**config.mk**
```make
export PLATFORM = sky130hd
export DESIGN_NAME = uart_buffered_tx
export DESIGN_NICKNAME = d
export VERILOG_FILES = /design/src/rtl/uart_pkg.sv /design/src/rtl/uart_sync_fifo.sv /design/src/rtl/uart_buffered_tx.sv
export SDC_FILE = /design/constraint.sdc
export NUM_CORES = 1
export LEC_CHECK = 0
export ABC_CLOCK_PERIOD_IN_PS = 2700
export CAP_MARGIN = 30
export CORE_ASPECT_RATIO = 1.1
export CORE_MARGIN = 2
export CORE_UTILIZATION = 30
export DETAILED_ROUTE_END_ITERATION = 10
export GPL_ROUTABILITY_DRIVEN = 0
export HOLD_SLACK_MARGIN = 0.1
export PLACE_DENSITY = 0.51
export SYNTH_ARGS = -nofsm -noshare
export SYNTH_HDL_FRONTEND = slang
export SYNTH_SLANG_ARGS = --single-unit
```
**constraint.sdc**
```tcl
create_clock -name clk -period 2.7 [get_ports clk]
set_input_delay 0.27 -clock clk [delete_from_list [all_inputs] [get_ports clk]]
set_output_delay 0.27 -clock clk [all_outputs]
set_load 0.02 [all_outputs]
```
**src/rtl/uart_pkg.sv**
```systemverilog
`default_nettype none
// ============================================================================
// Package  : uart_pkg
// Purpose  : Shared types and constants for the buffered UART transmitter.
// Revision : 1.0 - initial release
// ============================================================================
package uart_pkg;

    typedef enum logic [1:0] {
        PAR_NONE = 2'b00,
        PAR_EVEN = 2'b01,
        PAR_ODD  = 2'b10
    } parity_t;

    typedef enum logic [2:0] {
        ST_IDLE   = 3'd0,
        ST_START  = 3'd1,
        ST_DATA   = 3'd2,
        ST_PARITY = 3'd3,
        ST_STOP   = 3'd4
    } tx_state_t;

    localparam logic UART_IDLE_LEVEL = 1'b1;

    // Mode 2'b11 is a reserved encoding that behaves as "no parity".
    function automatic parity_t decode_parity(input logic [1:0] mode);
        case (mode)
            2'b01:   return PAR_EVEN;
            2'b10:   return PAR_ODD;
            default: return PAR_NONE;
        endcase
    endfunction

endpackage
`default_nettype wire

```
**src/rtl/uart_sync_fifo.sv**
```systemverilog
`default_nettype none
// ============================================================================
// Module   : uart_sync_fifo
// Purpose  : Show-ahead synchronous FIFO; a push while full is accepted only
//            when a pop happens in the same cycle.
// Revision : 1.0 - initial release
// ============================================================================
module uart_sync_fifo
    import uart_pkg::*;
#(
    parameter  int DATA_WIDTH = 8,
    parameter  int FIFO_DEPTH = 16,
    localparam int PTR_W      = $clog2(FIFO_DEPTH),
    localparam int CNT_W      = $clog2(FIFO_DEPTH + 1)
) (
    input  logic                  clk,
    input  logic                  rstN,
    input  logic                  push,
    input  logic                  pop,
    input  logic [DATA_WIDTH-1:0] din,
    output logic [DATA_WIDTH-1:0] dout,
    output logic                  full,
    output logic                  empty,
    output logic [CNT_W-1:0]      count
);

    logic [DATA_WIDTH-1:0] mem_q [FIFO_DEPTH];
    logic [PTR_W-1:0]      wr_ptr_q;
    logic [PTR_W-1:0]      rd_ptr_q;
    logic [CNT_W-1:0]      count_q;
    logic                  w_do_push;
    logic                  w_do_pop;

    assign empty     = (count_q == '0);
    assign full      = (count_q == CNT_W'(FIFO_DEPTH));
    assign count     = count_q;
    assign dout      = mem_q[rd_ptr_q];
    assign w_do_pop  = pop && !empty;
    assign w_do_push = push && (!full || w_do_pop);

    always_ff @(posedge clk or negedge rstN) begin
        if (!rstN) begin
            wr_ptr_q <= '0;
            rd_ptr_q <= '0;
            count_q  <= '0;
        end else begin
            if (w_do_push) wr_ptr_q <= wr_ptr_q + 1'b1;
            if (w_do_pop)  rd_ptr_q <= rd_ptr_q + 1'b1;
            case ({w_do_push, w_do_pop})
                2'b10:   count_q <= count_q + 1'b1;
                2'b01:   count_q <= count_q - 1'b1;
                default: count_q <= count_q;
            endcase
        end
    end

    always_ff @(posedge clk) begin
        if (w_do_push) mem_q[wr_ptr_q] <= din;
    end

endmodule
`default_nettype wire

```
**src/rtl/uart_buffered_tx.sv**
```systemverilog
`default_nettype none
// ============================================================================
// Module   : uart_buffered_tx
// Purpose  : FIFO-buffered UART transmitter with per-frame baud divisor,
//            parity mode and stop-bit count.
// Revision : 1.0 - initial release
// ============================================================================
module uart_buffered_tx
    import uart_pkg::*;
#(
    parameter int DATA_WIDTH = 8,
    parameter int FIFO_DEPTH = 16,
    parameter int DIV_WIDTH  = 16,
    parameter int CNT_WIDTH  = $clog2(FIFO_DEPTH + 1)
) (
    input  logic                  clk,
    input  logic                  rstN,
    input  logic                  wrEn,
    input  logic [DATA_WIDTH-1:0] wrData,
    output logic                  full,
    output logic [CNT_WIDTH-1:0]  count,
    input  logic [DIV_WIDTH-1:0]  baudDiv,
    input  logic [1:0]            parityMode,
    input  logic                  twoStop,
    input  logic                  clearErr,
    output logic                  tx,
    output logic                  busy,
    output logic                  frameDone,
    output logic                  overflow
);

    localparam int               BIT_W    = $clog2(DATA_WIDTH);
    localparam int               FIFO_CW  = $clog2(FIFO_DEPTH + 1);
    localparam logic [BIT_W-1:0] LAST_BIT = BIT_W'(DATA_WIDTH - 1);

    tx_state_t             state_q, state_d;
    logic [DIV_WIDTH-1:0]  bitcnt_q, bitcnt_d;
    logic [DIV_WIDTH-1:0]  reload_q, reload_d;
    logic [DATA_WIDTH-1:0] shift_q, shift_d;
    logic [BIT_W-1:0]      bitidx_q, bitidx_d;
    parity_t               par_q, par_d;
    logic                  two_q, two_d;
    logic                  parbit_q, parbit_d;
    logic                  stop2_q, stop2_d;
    logic                  tx_q, tx_d;
    logic                  busy_q, busy_d;
    logic                  done_q, done_d;
    logic                  ovf_q, ovf_d;

    logic                  w_fifo_pop;
    logic                  w_fifo_full;
    logic                  w_fifo_empty;
    logic [DATA_WIDTH-1:0] w_fifo_dout;
    logic [FIFO_CW-1:0]    w_fifo_count;
    logic                  w_bit_end;
    logic                  w_last_stop;
    logic                  w_start;
    logic [DIV_WIDTH-1:0]  w_reload_in;
    parity_t               w_par_in;

    uart_sync_fifo #(
        .DATA_WIDTH (DATA_WIDTH),
        .FIFO_DEPTH (FIFO_DEPTH)
    ) u_fifo (
        .clk   (clk),
        .rstN  (rstN),
        .push  (wrEn),
        .pop   (w_fifo_pop),
        .din   (wrData),
        .dout  (w_fifo_dout),
        .full  (w_fifo_full),
        .empty (w_fifo_empty),
        .count (w_fifo_count)
    );

    assign full        = w_fifo_full;
    assign count       = CNT_WIDTH'(w_fifo_count);
    assign tx          = tx_q;
    assign busy        = busy_q;
    assign frameDone   = done_q;
    assign overflow    = ovf_q;

    // A divisor of zero behaves as one clock per bit.
    assign w_reload_in = (baudDiv == '0) ? '0 : baudDiv - 1'b1;
    assign w_par_in    = decode_parity(parityMode);
    assign w_bit_end   = (bitcnt_q == '0);
    assign w_last_stop = two_q ? stop2_q : 1'b1;

    always_ff @(posedge clk or negedge rstN) begin
        if (!rstN) begin
            state_q  <= ST_IDLE;
            bitcnt_q <= '0;
            reload_q <= '0;
            shift_q  <= '0;
            bitidx_q <= '0;
            par_q    <= PAR_NONE;
            two_q    <= 1'b0;
            parbit_q <= 1'b0;
            stop2_q  <= 1'b0;
            tx_q     <= UART_IDLE_LEVEL;
            busy_q   <= 1'b0;
            done_q   <= 1'b0;
            ovf_q    <= 1'b0;
        end else begin
            state_q  <= state_d;
            bitcnt_q <= bitcnt_d;
            reload_q <= reload_d;
            shift_q  <= shift_d;
            bitidx_q <= bitidx_d;
            par_q    <= par_d;
            two_q    <= two_d;
            parbit_q <= parbit_d;
            stop2_q  <= stop2_d;
            tx_q     <= tx_d;
            busy_q   <= busy_d;
            done_q   <= done_d;
            ovf_q    <= ovf_d;
        end
    end

    always_comb begin
        state_d    = state_q;
        bitcnt_d   = bitcnt_q;
        reload_d   = reload_q;
        shift_d    = shift_q;
        bitidx_d   = bitidx_q;
        par_d      = par_q;
        two_d      = two_q;
        parbit_d   = parbit_q;
        stop2_d    = stop2_q;
        w_start    = 1'b0;
        w_fifo_pop = 1'b0;

        if (state_q != ST_IDLE) begin
            bitcnt_d = w_bit_end ? reload_q : bitcnt_q - 1'b1;
        end

        case (state_q)
            ST_IDLE: begin
                if (!w_fifo_empty) w_start = 1'b1;
            end
            ST_START: begin
                if (w_bit_end) begin
                    state_d  = ST_DATA;
                    bitidx_d = '0;
                end
            end
            ST_DATA: begin
                if (w_bit_end) begin
                    shift_d = shift_q >> 1;
                    if (bitidx_q == LAST_BIT) begin
                        state_d = (par_q == PAR_NONE) ? ST_STOP : ST_PARITY;
                        stop2_d = 1'b0;
                    end else begin
                        bitidx_d = bitidx_q + 1'b1;
                    end
                end
            end
            ST_PARITY: begin
                if (w_bit_end) begin
                    state_d = ST_STOP;
                    stop2_d = 1'b0;
                end
            end
            ST_STOP: begin
                if (w_bit_end) begin
                    if (!w_last_stop)       stop2_d = 1'b1;
                    else if (!w_fifo_empty) w_start = 1'b1;
                    else                    state_d = ST_IDLE;
                end
            end
            default: state_d = ST_IDLE;
        endcase

        // Frame start: pop the head and latch this frame's configuration.
        if (w_start) begin
            w_fifo_pop = 1'b1;
            state_d    = ST_START;
            shift_d    = w_fifo_dout;
            reload_d   = w_reload_in;
            bitcnt_d   = w_reload_in;
            par_d      = w_par_in;
            two_d      = twoStop;
            stop2_d    = 1'b0;
            parbit_d   = (^w_fifo_dout) ^ (w_par_in == PAR_ODD);
        end
    end

    // Outputs are registered from next-state values so they align with state_q.
    always_comb begin
        tx_d = UART_IDLE_LEVEL;
        case (state_d)
            ST_START:  tx_d = 1'b0;
            ST_DATA:   tx_d = shift_d[0];
            ST_PARITY: tx_d = parbit_d;
            default:   tx_d = UART_IDLE_LEVEL;
        endcase
        busy_d = (state_d != ST_IDLE);
        done_d = (state_d == ST_STOP) && (bitcnt_d == '0) && (two_d ? stop2_d : 1'b1);

        ovf_d = ovf_q;
        if (wrEn && w_fifo_full && !w_fifo_pop) ovf_d = 1'b1;
        else if (clearErr)                      ovf_d = 1'b0;
    end

endmodule
`default_nettype wire
```
Word-level counts from Yosys, hierarchy flattened
Memory sizes are Yosys's and may differ from the RTL's. Cells that the tools add are included.

Register bits: 68. Latch bits: 0. Memory bits (writable): 128. ROM bits: 0. Input bits: 31. Output and inout port bits: 10. Logic and storage cells: 114. Memories kept: 1.

Memories: u_fifo.mem_q (depth 16, width 8, read ports 1, clocked after memory_dff 0, wr ports 1, line uart_sync_fifo.sv:27) `logic [DATA_WIDTH-1:0] mem_q [FIFO_DEPTH];`.

$add $sub $neg: 7. $mul: 0. Div/mod/pow operators: 0. Order comparisons: 0. Equality and inequality tests: 18. Shifts and indexed selects: 0. Mux-type cells: 44. Bitwise operators: 1. Reductions and logical operators: 26.

Operator list (number): 2-to-1 mux 16 bit (4); logical NOT 16 bit (3); 2-to-1 mux 3 bit (12); subtractor 16 x 1 -> 16 bit, second input constant (2); 2-to-1 mux 8 bit (3); 2-to-1 mux 1 bit (18); case mux 3 bit (5 select lines) (1); equality test 3 x 2 -> 1 bit, second input constant (4); case mux 5 bit (2 select lines) (1); nonzero test 2 bit (5); equality test 3 bit, second input constant (3); adder 4 x 1 -> 4 bit, second input constant (2); XOR reduction 8 bit (1); equality test 2 bit, second input constant (3); equality test 3 x 1 -> 1 bit, second input constant (2); logical AND 1 bit (6); != test 2 bit, second input constant (3); case mux 1 bit (3 select lines) (2); case mux 3 bit (2 select lines) (1); nonzero test 3 bit (2); adder 5 x 1 -> 5 bit, second input constant (1); equality test 5 bit, second input constant (1); logical NOT 5 bit (1); subtractor 5 x 1 -> 5 bit, second input constant (1); 11 further kinds (14).

Longest topological paths before layout
Gate-level depths: netlist of the first run.

Depth after elaboration: 11. Mapped depth: 15. Gate-level depth less buffers: 14.

Hierarchy
Synthesis of the first run repeated with hierarchy kept, for this count alone.

Cells, all modules: 666. Area, all modules: 9036.2 µm².

Modules (own cells, without submodules): uart_sync_fifo (instances 1, cells an instance 306, area an instance 5835.6 µm², sequential area each 4169.0 µm²); uart_buffered_tx (instances 1, cells an instance 360, area an instance 3200.6 µm², sequential area each 1377.6 µm²).

Least setup slack after synthesis of the first run
Ideal clock, no wire load.

Path kind: register to register. Start: register bitcnt_q[0]. End: register u_fifo.count_q[4] (netlist: u_fifo.count[4]). Library setup time: 0.135 ns. Arrival: 2.713 ns. Required time: 2.565 ns. Setup slack: -0.148 ns. Cell stages (with the launch flop): 16. Path buffers: 1. Clock period less this slack: 2.848 ns. Cells stage by stage: dfrtp_1 inv_1 ha_1 nor4b_4 nand4_2 o21ai_2 and2b_1 buf_4 nand2b_1 inv_1 ha_1 nor2b_1 o21a_1 o211ai_1 o31ai_1 xor2_1.

Word-level cells in the longest chain between the ends: 9. Elaborated cells between the ends (all ways): 11. Classes of those cells: eq/ne: 2; mux: 4; reduce/logical: 5.

RTL lines: start: declaration (line uart_buffered_tx.sv:37) `logic [DIV_WIDTH-1:0] bitcnt_q, bitcnt_d;`; start signal: assignment (line uart_buffered_tx.sv:106) `bitcnt_q <= bitcnt_d;`; logical NOT 16 bit (*) (line uart_buffered_tx.sv:86) `assign w_bit_end = (bitcnt_q == '0);`; 2-to-1 mux 1 bit (*) (line uart_buffered_tx.sv:166) `if (w_bit_end) begin`; case mux 1 bit (2 select lines) (*) (line uart_buffered_tx.sv:138) `case (state_q)`; 2-to-1 mux 1 bit (*) (line uart_buffered_tx.sv:176) `if (w_start) begin`; logical AND 1 bit (*) (line uart_sync_fifo.sv:38) `assign w_do_pop = pop && !empty;`; logical OR 1 bit (line uart_sync_fifo.sv:39) `assign w_do_push = push && (!full || w_do_pop);`; logical AND 1 bit (line uart_sync_fifo.sv:39); equality test 2 x 1 -> 1 bit / equality test 2 bit (equally long branches) (line uart_sync_fifo.sv:49) `case ({w_do_push, w_do_pop})`; case mux 5 bit (2 select lines) / nonzero test 2 bit (equally long branches); end signal: assignment (line uart_sync_fifo.sv:50) `2'b10: count_q <= count_q + 1'b1;`; end signal: assignment (line uart_sync_fifo.sv:51) `2'b01: count_q <= count_q - 1'b1;`; end signal: assignment (line uart_sync_fifo.sv:52) `default: count_q <= count_q;`; end: declaration (line uart_sync_fifo.sv:30) `logic [CNT_W-1:0] count_q;`.

Mark *: on every way between the ends. The rest lies on a longest branch, timed or not. A chain may end at the register's enable or synchronous reset.

Worst setup path after layout of the first run
Start: register bitcnt_q[1]. End: register done_q (netlist: frameDone).

Word-level cells in the longest chain between the ends: 7. Elaborated cells between the ends (all ways): 24. Classes of those cells: add/sub: 1; eq/ne: 1; mux: 18; reduce/logical: 4.

RTL lines: subtractor 16 x 1 -> 16 bit / logical NOT 16 bit (equally long branches) (line uart_buffered_tx.sv:135, uart_buffered_tx.sv:86); 2-to-1 mux 16 bit, or another cell as far along (line uart_buffered_tx.sv:135) `bitcnt_d = w_bit_end ? reload_q : bitcnt_q - 1'b1;`; 2-to-1 mux 16 bit, or another cell as far along (line uart_buffered_tx.sv:134) `if (state_q != ST_IDLE) begin`; 2-to-1 mux 16 bit / 2-to-1 mux 3 bit (equally long branches) (line uart_buffered_tx.sv:176); logical NOT 16 bit / equality test 3 bit (equally long branches) (line uart_buffered_tx.sv:199) `done_d = (state_d == ST_STOP) && (bitcnt_d == '0) && (two_d ? stop2_d : 1'b1);`; logical AND 1 bit (line uart_buffered_tx.sv:199); logical AND 1 bit (*) (line uart_buffered_tx.sv:199); via done_d (line uart_buffered_tx.sv:47) `logic done_q, done_d;`; end signal: assignment (line uart_buffered_tx.sv:116) `done_q <= done_d;`; end: declaration (line uart_buffered_tx.sv:47).

The timed path passes the listed nets; every way through them passes the cells marked *.

==> results of run 1 <==
## what timing repair did
item / in CTS / in global routing
hold buffers: 1 / 0
setup buffers: 4 / 0
pin swaps: 6 / 14
setup endpoints to repair: 97 / 122
gates resized for setup: 11 / 21
endpoints found under the hold margin: 67 / 0
## cell usage after synthesis (all sizes together) (8+ instances only)
master  instances  share of area
a21oi          22          0.012
a221oi         16          0.015
a22oi           9         0.0074
buf            23          0.016
clkbuf         15         0.0062
dfrtp          67           0.18
edfxtp        128           0.42
ha             14          0.019
inv            16         0.0066
mux2i          41          0.045
mux4           16          0.040
nand2          67          0.028
nand3          10         0.0055
nor2           38          0.016
nor2b           8         0.0055
nor3           23          0.014
o21ai          48          0.027
or3            10         0.0074
xnor2          18          0.017
xor2           11          0.011
## sequential cells by signal (all words and copies together) (netlist names), 2 cells and up
signal	cells
u_fifo.wr_ptr_q	4
bitidx_q	3
state_q	3
par_q	2
u_fifo.rd_ptr_q	4
bitcnt_q	16
u_fifo.mem_q	128
shift_q	8
u_fifo.count	5
reload_q	16
## cell type report
type                            instances  area [sq um]
Clock inverter                         15           178
Fill cell                            2866         18400
Inverter                               17          66.3
Tap cell                              374           468
Multi-Input combinational cell        449          3410
Timing Repair Buffer                  137          1220
Clock buffer                           17           425
Sequential cell                       196          5550
## power by group through the flow
stage,Combinational [uW],Clock [uW],Sequential (uW)
floorplan,990,0,3850
global placement,1700,0,3890
detailed placement,1710,0,3890
CTS,1740,2600,3840
global route,1950,2730,3890
finish,1770,2540,3840
## layer usage
metal	vias up	routed length (microns)	track usage
met5	-	0	0
met3	21	560	0.0235
met4	0	286	0.0378
li1	2892	-	-
met1	2959	9600	0.183
met2	111	10900	0.239
## cell usage in the layout, fill, tap and decap left out, types with 4 or more instances in the layout
master,synthesis,routed
nand2_1,67,63
clkdlybuf4s50_1,0,39
buf_12,0,4
nor3_1,21,17
o21a_1,4,4
nand2b_1,6,5
xnor2_1,18,18
ha_1,14,11
nor3_2,2,6
inv_8,0,5
and2_1,4,4
mux4_2,16,16
a21oi_1,22,20
or4_1,4,4
buf_6,4,7
or3_1,9,9
a221oi_1,16,16
nor4_1,4,4
nand3b_1,4,4
a21o_1,7,7
inv_1,16,13
o21ai_0,45,45
o2bb2ai_1,4,4
clkbuf_16,0,17
nand3_1,10,10
xor2_1,11,11
o22ai_1,6,6
nor2_1,37,35
mux2i_1,41,40
nand2_2,0,4
buf_4,4,85
a22oi_1,9,9
nor2b_1,8,6
edfxtp_1,128,128
dfrtp_1,67,66
clkinv_8,0,5
## final timing paths
check                             from                  to  cells after the start
setup / recovery           bitcnt_q[1]           frameDone                      9
hold / removal                    rstN            par_q[1]                      2
setup reg to reg           bitcnt_q[1]           frameDone                      9
hold reg to reg               par_q[0]            par_q[0]                      2
max in group asynchronous         rstN  u_fifo.rd_ptr_q[0]                      3
min in group clk               twoStop               two_q                      3
## through the flow
step                area (sq um)  utilization  power (uW)  std cells  setup TNS [ns]
finish                     11300        0.381        8140       1205               0
global route               11300        0.381        8560       1205          -0.645
CTS                        11200        0.377        8180       1204         -0.0151
detailed placement         10500        0.354        5600       1167          -0.671
global placement           10500        0.354        5590       1167           -2.30
floorplan                   9110            -        4850        700         -0.0411
## worst max-delay path, cell delays in order (launching register included)
cell and delay [ns]:
dfrtp_1 0.39, buf_4 0.14, or4_4 0.58, or3_1 0.38
nor2_1 0.14, o2bb2ai_1 0.13, a22oi_1 0.12, o21ai_0 0.28
nor4b_2 0.25, and4bb_1 0.21
## kinds of logic (layout without fill, tap and decap cells)
kind of cell    count (synthesis)  after routing  share of synthesized area
mux                            59             59                     0.0873
simple gates                  200            200                      0.115
flops                         196            196                      0.610
buf+inv                        55            186                     0.0293
compound gates                145            145                      0.106
xor+xnor                       30             30                     0.0304
fa+ha+maj                      15             15                     0.0215
==> key figures, run 1 <==
GRT
  – Largest net degree at the start of global routing: 69
  – GRT overflow: 0
  – Vias in the first global route: 6094
  – Aggregate global-route resource usage: 0.140
  – First-pass GRT wire length: 34.4 mm
  – Initial antenna violation count: 0

Routing
  – TritonRoute pass-1 iters: 5
  – DRT iter0 DRCs: 363
  – Routed Antenna Nets: 0
  – Via count: 5983
  – Routed vias/inst: 4.97
  – Routed WL: 21.3 mm
  – # DRC: 0
  – Detailed-route wire length per cell: 17.7 microns

Pwr
  – Switching Share: 0.301
  – Clk network pwr share: 0.311
  – Leak: 0.00439 uW
  – Int Pwr: 5690 uW
  – Pwr/cell area: 719 mW/mm^2
  – Combinational share of power: 0.217
  – Max VDD drop: 0.442 mV
  – Sequential Power Share: 0.472
  – NetSw: 2450 uW

Clock tree
  – CTS Root Cell: clkbuf_16
  – CTS tree: yes
  – CTS buffer count: 17
  – Clk slew on worst S/H paths: 0.08 ns
  – CTS H-tree lvls: 4
  – Clk sinks: 196
  – Largest buffer count on any clock path: 2
  – Clk_lat worst skew: 0.44 ns

STA
  – Setup Viol. Count Final: 0
  – Skew final: 0.0178 ns
  – RSZ-0062 raised after global routing: yes
  – Fin Hold WS: 0.168 ns
  – Crit path time final: 2.68 ns
  – Slew Viols, Final: 0
  – Slew headroom: 0.589
  – Final period util: 0.991
  – Worst Slack Setup Final: 0.0249 ns
  – Worst Tran Pin Value: 0.614 ns
  – Fmax: 374 MHz
  – Final Hold Fails: 0

Floorplan
  – Starting Density: 0.306
  – Die Y: 187 microns
  – Die width: 170 microns
  – Core Area: 0.0297 sq mm
  – Row count: 66
  – Die area: 0.0317 sq mm
  – # IOs: 41

Synthesis
  – Post-Syn Area: 0.00909 sq mm
  – Most used DFF post-synth: edfxtp_1
  – Register bit total from synthesis: 196
  – Post-synthesis cell type count: 72
  – Yosys warns: 0
  – Sequential-to-total area share from yosys stat: 0.610
  – Asr flop ratio synth: 0.347
  – Number of flops mapped to enable cells by yosys: 128
  – Syn avg cell area: 13.0 sq um
  – Post-Synthesis Cells: 700
  – Syn_nets: 746

Place
  – Port Buffers: 40
  – Pre-CTS WS: -0.206 ns
  – Dpl hpwl: 15.1 mm

Min path
  – Min-delay worst type: input pin to async pin

Cells and area
  – Diodes inserted: 0
  – Share of post-route cells with drive strength above 1: 0.227
  – Fin nets: 864
  – Area grow syn2layout: 24.6%

Critical path
  – Worst EP arrival: 3.06 ns
  – Setup slack, reg-to-reg: 0.02 ns
  – CP Max Fanout: 6
  – Worst Path Required: 3.08 ns
  – Critical path capture point type: flip-flop
  – Type of origin of the critical path: flip-flop
  – WS Path Type: flip-flop to flip-flop

Run status
  – Status: finished clean

Flow run
  – MaxCap Viol Count: 0
No activity file was read; power rests on OpenSTA's default activity.
==> run 2: changes to the inputs <==
Settings changed: ABC_CLOCK_PERIOD_IN_PS 2700 to 2900, PLACE_DENSITY 0.51 to 0.49.
Clock period 2.7 ns to 2.9 ns, I/O delays scaled along.
==> run 2 against run 1 <==
Sequential power fell by 7.0%. Maximum frequency is 1.5% lower. Worst hold slack better by 0.058 ns. Die area unchanged. Non-clock buffer count fell by 22. Design area down 2.7%. Combinational power fell by 16%. Clock power fell by 4%. Via count decreased by 2.2%. Global-route usage about the same. Flip-flop and latch count is the same. Sequential share of layout area increased by 1.4 points. Largest cell class unchanged. Largest power group unchanged.
==> key figures, run 2 (synthesis results as in run 1) <==
Run status
  – Status: finished clean

Critical path
  – WS Path Type: flip-flop to flip-flop
  – Worst Path Required: 3.27 ns (+0.19 ns)
  – CP peak stage delay: 0.58 ns (about the same)
  – Critical path capture point type: flip-flop
  – R2R Path End: frameDone
  – Type of origin of the critical path: flip-flop
  – Reg2Reg Launch Point: bitcnt_q[1]
  – Buffers plus inverters on the worst setup path: 1 (unchanged)
  – Worst EP arrival: 3.09 ns (+0.03 ns)
  – CP Max Fanout: 6 (unchanged)
  – Worst Reg-to-Reg Cells: 9 (unchanged)
  – Critical Path Source: bitcnt_q[1]
  – CP max-delay cell: or4_4
  – Cell family with most CP delay: simple AND/OR/NAND/NOR gates
  – CP Cell Sequence: buf_4, or4_4, or3_1, nor2_1, o2bb2ai_1, a22oi_1, o21ai_0, nor4b_2, and4bb_1
  – Setup slack, reg-to-reg: 0.18 ns (+0.16 ns)

Clock tree
  – Largest buffer count on any clock path: 2 (unchanged)
  – CTS buffer count: 17 (unchanged)
  – Clk slew on worst S/H paths: 0.08 ns (about the same)
  – CTS tree: yes
  – CTS Root Cell: clkbuf_16
  – CTS H-tree lvls: 4 (unchanged)
  – Clk sinks: 196 (unchanged)
  – Clk_lat worst skew: 0.44 ns (about the same)

Cells and area
  – Largest registers: u_fifo.mem_q (128), bitcnt_q (16), reload_q (16)
  – Diodes inserted: 0 (unchanged)
  – Most frequent cells in the layout: 128 x edfxtp_1, 72 x buf_4, 67 x nand2_1
  – Most flops, register: u_fifo.mem_q
  – Area grow syn2layout: 21.2%
  – Most common cell after layout, fill and taps aside: edfxtp_1
  – Max FFs per register: 128 (unchanged)
  – Fin nets: 842 (-2.5%)
  – Final instance area: 0.0110 sq mm (-2.7%)
  – Share of post-route cells with drive strength above 1: 0.177 (-0.0507)
  – Finished Layout Cells: 1183 (-1.8%)
  – Layout fillers: 2900 (+1.2%)

Pwr
  – Pwr/cell area: 683 mW/mm^2 (-5.1%)
  – PnR Total Power: 7520 uW (-7.6%)
  – Max VDD drop: 0.438 mV (-0.77%)
  – Leak: 0.00426 uW (-2.9%)

STA
  – TNS Setup: 0 ns (unchanged)
  – Slew Viols, Final: 0 (unchanged)
  – Worst Tran Pin Value: 0.695 ns (+0.0810 ns)
  – Final Hold Fails: 0 (unchanged)
  – Fmax: 368 MHz (-1.5%)
  – Worst Slack Setup Final: 0.183 ns (+0.158 ns)
  – Final period util: 0.937 (-0.0540)
  – Skew final: 0.0267 ns (+0.00893 ns)
  – Slew headroom: 0.536 (-0.0536)
  – Crit path time final: 2.72 ns (+0.0416 ns)
  – Setup Viol. Count Final: 0 (unchanged)

GRT
  – GR Util met2: 0.231 (-0.00816)
  – Aggregate global-route resource usage: 0.140 (+0.000307)
  – GRT overflow: 0 (unchanged)
  – Initial antenna violation count: 0 (unchanged)
  – Largest net degree at the start of global routing: 69 (unchanged)
  – Met1 Use GR: 0.188 (+0.00509)
  – Most used routing layer: met2
  – First-pass GRT wire length: 33.8 mm (-1.7%)
  – Met3 Track Usage GR: 0.0255 (+0.00191)
  – Vias in the first global route: 5823 (-4.4%)

Floorplan
  – # IOs: 41 (unchanged)
  – Starting Density: 0.306 (unchanged)
  – Die width: 170 microns (unchanged)
  – Core Area: 0.0297 sq mm (unchanged)
  – Row count: 66 (unchanged)
  – Die Y: 187 microns (unchanged)
  – Die area: 0.0317 sq mm (unchanged)

Routing
  – Routed vias/inst: 4.95 (-0.34%)
  – Routed WL: 21.4 mm (+0.43%)
  – # DRC: 0 (unchanged)
  – Detailed-route wire length per cell: 18.1 microns (+2.3%)
  – Via count: 5854 (-2.2%)
  – Routed Antenna Nets: 0 (unchanged)
  – DRT iter0 DRCs: 464 (+28%)
  – TritonRoute pass-1 iters: 6 (+1)

Place
  – Pre-CTS WS: -0.0124 ns (+0.193 ns)
  – Post-DP Area: 0.0103 sq mm (-1.9%)
  – Port Buffers: 40 (unchanged)
  – Dpl hpwl: 15.1 mm (-0.23%)
  – DP Cell Count: 1147 (-1.7%)

Flow run
  – MaxCap Viol Count: 0 (unchanged)

Min path
  – Min-delay worst type: input pin to async pin
-- run 2: through the flow --
stage                     hold slack (ns)   util
after floorplan                  -0.00559      -
after global placement              0.463  0.347
after detailed placement            0.469  0.347
after CTS                           0.384  0.368
after global routing                0.244  0.370
final                               0.226  0.370
-- run 2: report_power, final --
group	internal, uW	total, uW	switching (uW)
combinational	695	1490	799
clock	1270	2450	1190
sequential	3330	3570	238
-- run 2: cell type report --
type                    count  area (sq um)  share of cell area
well taps                 374           468              0.0425
repair buffers            115          1010              0.0916
clock buffers              18           439              0.0399
clock inverters            14           185              0.0168
inverters                  17          63.8             0.00580
flip-flops and latches    196          5550               0.504
multi-input cells         449          3300               0.299
-- run 2: worst max-delay path by stage --
stage	end	slack, ns	depth (start not counted)
after floorplan	u_fifo.count[4]	0.05	15
after global placement	frameDone	-0.008	9
after detailed placement	frameDone	-0.01	9
after CTS	frameDone	0.12	12
after global routing	u_fifo.count[4]	-0.004	14
final	frameDone	0.18	9
-- run 2: timing repair --
action	4_1_cts	5_1_grt
resized for setup	0	5
hold endpoints to repair	67	0
hold buffers	1	0
setup endpoints to repair	0	2
buffers inserted	0	2
-- run 2: metal layers --
metal	wire (microns)	vias up	share of wire
met3	537	18	0.025
met5	0	-	0
li1	-	2834	-
met4	321	0	0.015
met2	10600	90	0.50
met1	9890	2912	0.46
==> run 3: changes to the inputs <==
Settings changed: REMOVE_ABC_BUFFERS set to 1.
==> run 3 against run 2 <==
Sequential power about the same. Via count fell by 1.2%. Core utilization decreased by 0.12 points. Largest power group unchanged. Power decreased by 0.98%. Routed wire length down 2.1%. Clock skew fell by 0.011 ns. Die area is the same. Register-to-register slack worse by 0.04 ns. Non-clock buffer count decreased by 7. Design area shrank 0.32%. Clock power down 2%.
==> key figures, run 3 (synthesis results as in run 1) <==
Critical path
  – CP Cell Sequence: nor3_1, nand4_2, o21ai_2, and2b_1, nand2b_1, inv_2, ha_4, nor2b_1, o21a_1, o211ai_1, o31ai_2, xor2_1
  – CP Max Fanout: 6 (unchanged)
  – Worst EP arrival: 3.07 ns (-0.02 ns)
  – Critical Path Source: bitcnt_q[9]
  – CP max-delay cell: dfrtp_1
  – Reg2Reg Launch Point: bitcnt_q[9]
  – Type of origin of the critical path: flip-flop
  – Critical path capture point type: flip-flop
  – CP peak stage delay: 0.44 ns (-0.14 ns)
  – Buffers plus inverters on the worst setup path: 1 (unchanged)
  – Worst Path Required: 3.21 ns (-0.06 ns)
  – WS Path Type: flip-flop to flip-flop
  – Cell family with most CP delay: simple AND/OR/NAND/NOR gates

Routing
  – Routed vias/inst: 4.92 (-0.62%)
  – TritonRoute pass-1 iters: 5 (-1)
  – # DRC: 0 (unchanged)
  – Detailed-route wire length per cell: 17.8 microns (-1.5%)
  – Routed WL: 21.0 mm (-2.1%)
  – Routed Antenna Nets: 0 (unchanged)
  – DRT iter0 DRCs: 329 (-29%)
  – Via count: 5783 (-1.2%)

Run status
  – Status: finished clean

Place
  – Dpl hpwl: 14.7 mm (-2.1%)
  – Port Buffers: 40 (unchanged)
  – DP Cell Count: 1138 (-0.78%)

Clock tree
  – Largest buffer count on any clock path: 2 (unchanged)
  – Clk_lat worst skew: 0.44 ns (about the same)
  – CTS buffer count: 17 (unchanged)
  – CTS H-tree lvls: 4 (unchanged)
  – Clk slew on worst S/H paths: 0.08 ns (about the same)
  – CTS Root Cell: clkbuf_16
  – CTS tree: yes
  – Clk sinks: 196 (unchanged)

Pwr
  – Combinational share of power: 0.198 (about the same)
  – Switching Share: 0.294 (-0.00177)
  – Pwr/cell area: 678 mW/mm^2 (-0.67%)
  – Leak: 0.00422 uW (-0.90%)
  – Sequential Power Share: 0.481 (+0.006)
  – NetSw: 2190 uW (-1.6%)
  – Max VDD drop: 0.403 mV (-8.0%)
  – Clk network pwr share: 0.321 (-0.005)
  – Int Pwr: 5260 uW (-0.73%)

STA
  – RSZ-0062 raised after global routing: yes
  – Final Hold Fails: 0 (unchanged)
  – Worst Tran Pin Value: 0.627 ns (-0.0677 ns)
  – Slew Viols, Final: 0 (unchanged)
  – Final period util: 0.951 (+0.0143)
  – Crit path time final: 2.76 ns (+0.0415 ns)
  – Skew final: 0.0155 ns (-0.0112 ns)
  – Fmax: 363 MHz (-1.5%)
  – Slew headroom: 0.580 (+0.0448)
  – Setup Viol. Count Final: 0 (unchanged)
  – TNS Setup: 0 ns (unchanged)
  – Fin Hold WS: 0.398 ns (+0.172 ns)

Cells and area
  – Finished Layout Cells: 1176 (-0.59%)
  – Largest registers: u_fifo.mem_q (128), bitcnt_q (16), reload_q (16)
  – Multi-input gate area: 0.00332 sq mm (+0.61%)
  – Fin nets: 835 (-0.83%)
  – Max FFs per register: 128 (unchanged)
  – Storage cell area: 0.00555 sq mm (unchanged)
  – Most frequent cells in the layout: 128 x edfxtp_1, 66 x nand2_1, 66 x dfrtp_1
  – Diodes inserted: 0 (unchanged)
  – Most flops, register: u_fifo.mem_q
  – Share of post-route cells with drive strength above 1: 0.177 (+0.000296)
  – Layout fillers: 2868 (-1.1%)
  – Area grow syn2layout: 20.8%
  – Most common cell after layout, fill and taps aside: edfxtp_1
  – Fin util: 0.369 (-0.00118)

Flow run
  – MaxCap Viol Count: 0 (unchanged)

GRT
  – Vias in the first global route: 5802 (-0.36%)
  – Largest net degree at the start of global routing: 69 (unchanged)
  – GRT overflow: 0 (unchanged)
  – Aggregate global-route resource usage: 0.137 (-0.00269)
  – First-pass GRT wire length: 33.4 mm (-1.3%)
  – Initial antenna violation count: 0 (unchanged)

Floorplan
  – Starting Density: 0.306 (unchanged)
  – Core Area: 0.0297 sq mm (unchanged)
  – Row count: 66 (unchanged)
  – # IOs: 41 (unchanged)
  – Die area: 0.0317 sq mm (unchanged)
  – Die width: 170 microns (unchanged)
  – Die Y: 187 microns (unchanged)

Min path
  – Min-delay worst type: input pin to async pin
[run 3: area by class of cell]
cell class / instances / share of cell area
clock inverter: 15 / 0.0164
timing repair buffer: 108 / 0.0886
inverter: 17 / 0.00581
clock buffer: 17 / 0.0388
tap: 374 / 0.0426
sequential: 196 / 0.506
multi-input combinational: 449 / 0.302
[run 3: what timing repair did]
| item | in CTS | in global routing |
|---|---|---|
| setup endpoints to repair | 0 | 39 |
| hold endpoints to repair | 67 | 0 |
| resized for setup | 0 | 13 |
| hold buffers | 1 | 0 |
| buffers inserted | 0 | 4 |
[run 3: path summary, 6_finish.rpt]
check	to	cells after the start	slack, ns
worst max-delay path	u_fifo.count[4]	12	0.14
worst min-delay path	par_q[0]	3	0.40
worst max register to register	u_fifo.count[4]	12	0.14
worst min register to register	reload_q[6]	2	0.48
max in group asynchronous	u_fifo.rd_ptr_q[0]	3	2.18
min in group clk	two_q	3	0.41
[run 3: metal layers]
| layer | routed length (microns) | share of wire | vias to the layer above | GRT usage |
|---|---|---|---|---|
| met5 | 0 | 0 | - | 0 |
| met4 | 388 | 0.019 | 0 | 0.0450 |
| met3 | 634 | 0.030 | 19 | 0.0267 |
| met2 | 10500 | 0.50 | 80 | 0.223 |
| met1 | 9450 | 0.45 | 2854 | 0.185 |
| li1 | - | - | 2830 | - |
[run 3: worst register-to-register path: cells and delay by family (launching register included)]
family          cells  cell delay (ns)
compound gates      4             0.72
xor+xnor            1             0.14
fa+ha+maj           1             0.21
buf+inv             1             0.11
flops               1             0.44
simple gates        5             1.03
[run 3: power groups by stage]
stage / sequential [uW] / combinational, uW / clock [uW]
6_report: 3580 / 1470 / 2390
5_1_grt: 3630 / 1640 / 2570
4_1_cts: 3570 / 1470 / 2450
3_5_place_dp: 3630 / 1460 / 0
3_3_place_gp: 3630 / 1460 / 0
2_1_floorplan: 3660 / 814 / 0
[run 3: metrics by stage]
stage	total power, uW	setup slack [ns]	area, sq um
after floorplan	4470	-0.773	8880
after global placement	5090	-0.00234	10300
after detailed placement	5090	-0.0389	10300
after CTS	7490	0.0324	10900
after global routing	7830	-0.0224	11000
final	7440	0.142	11000
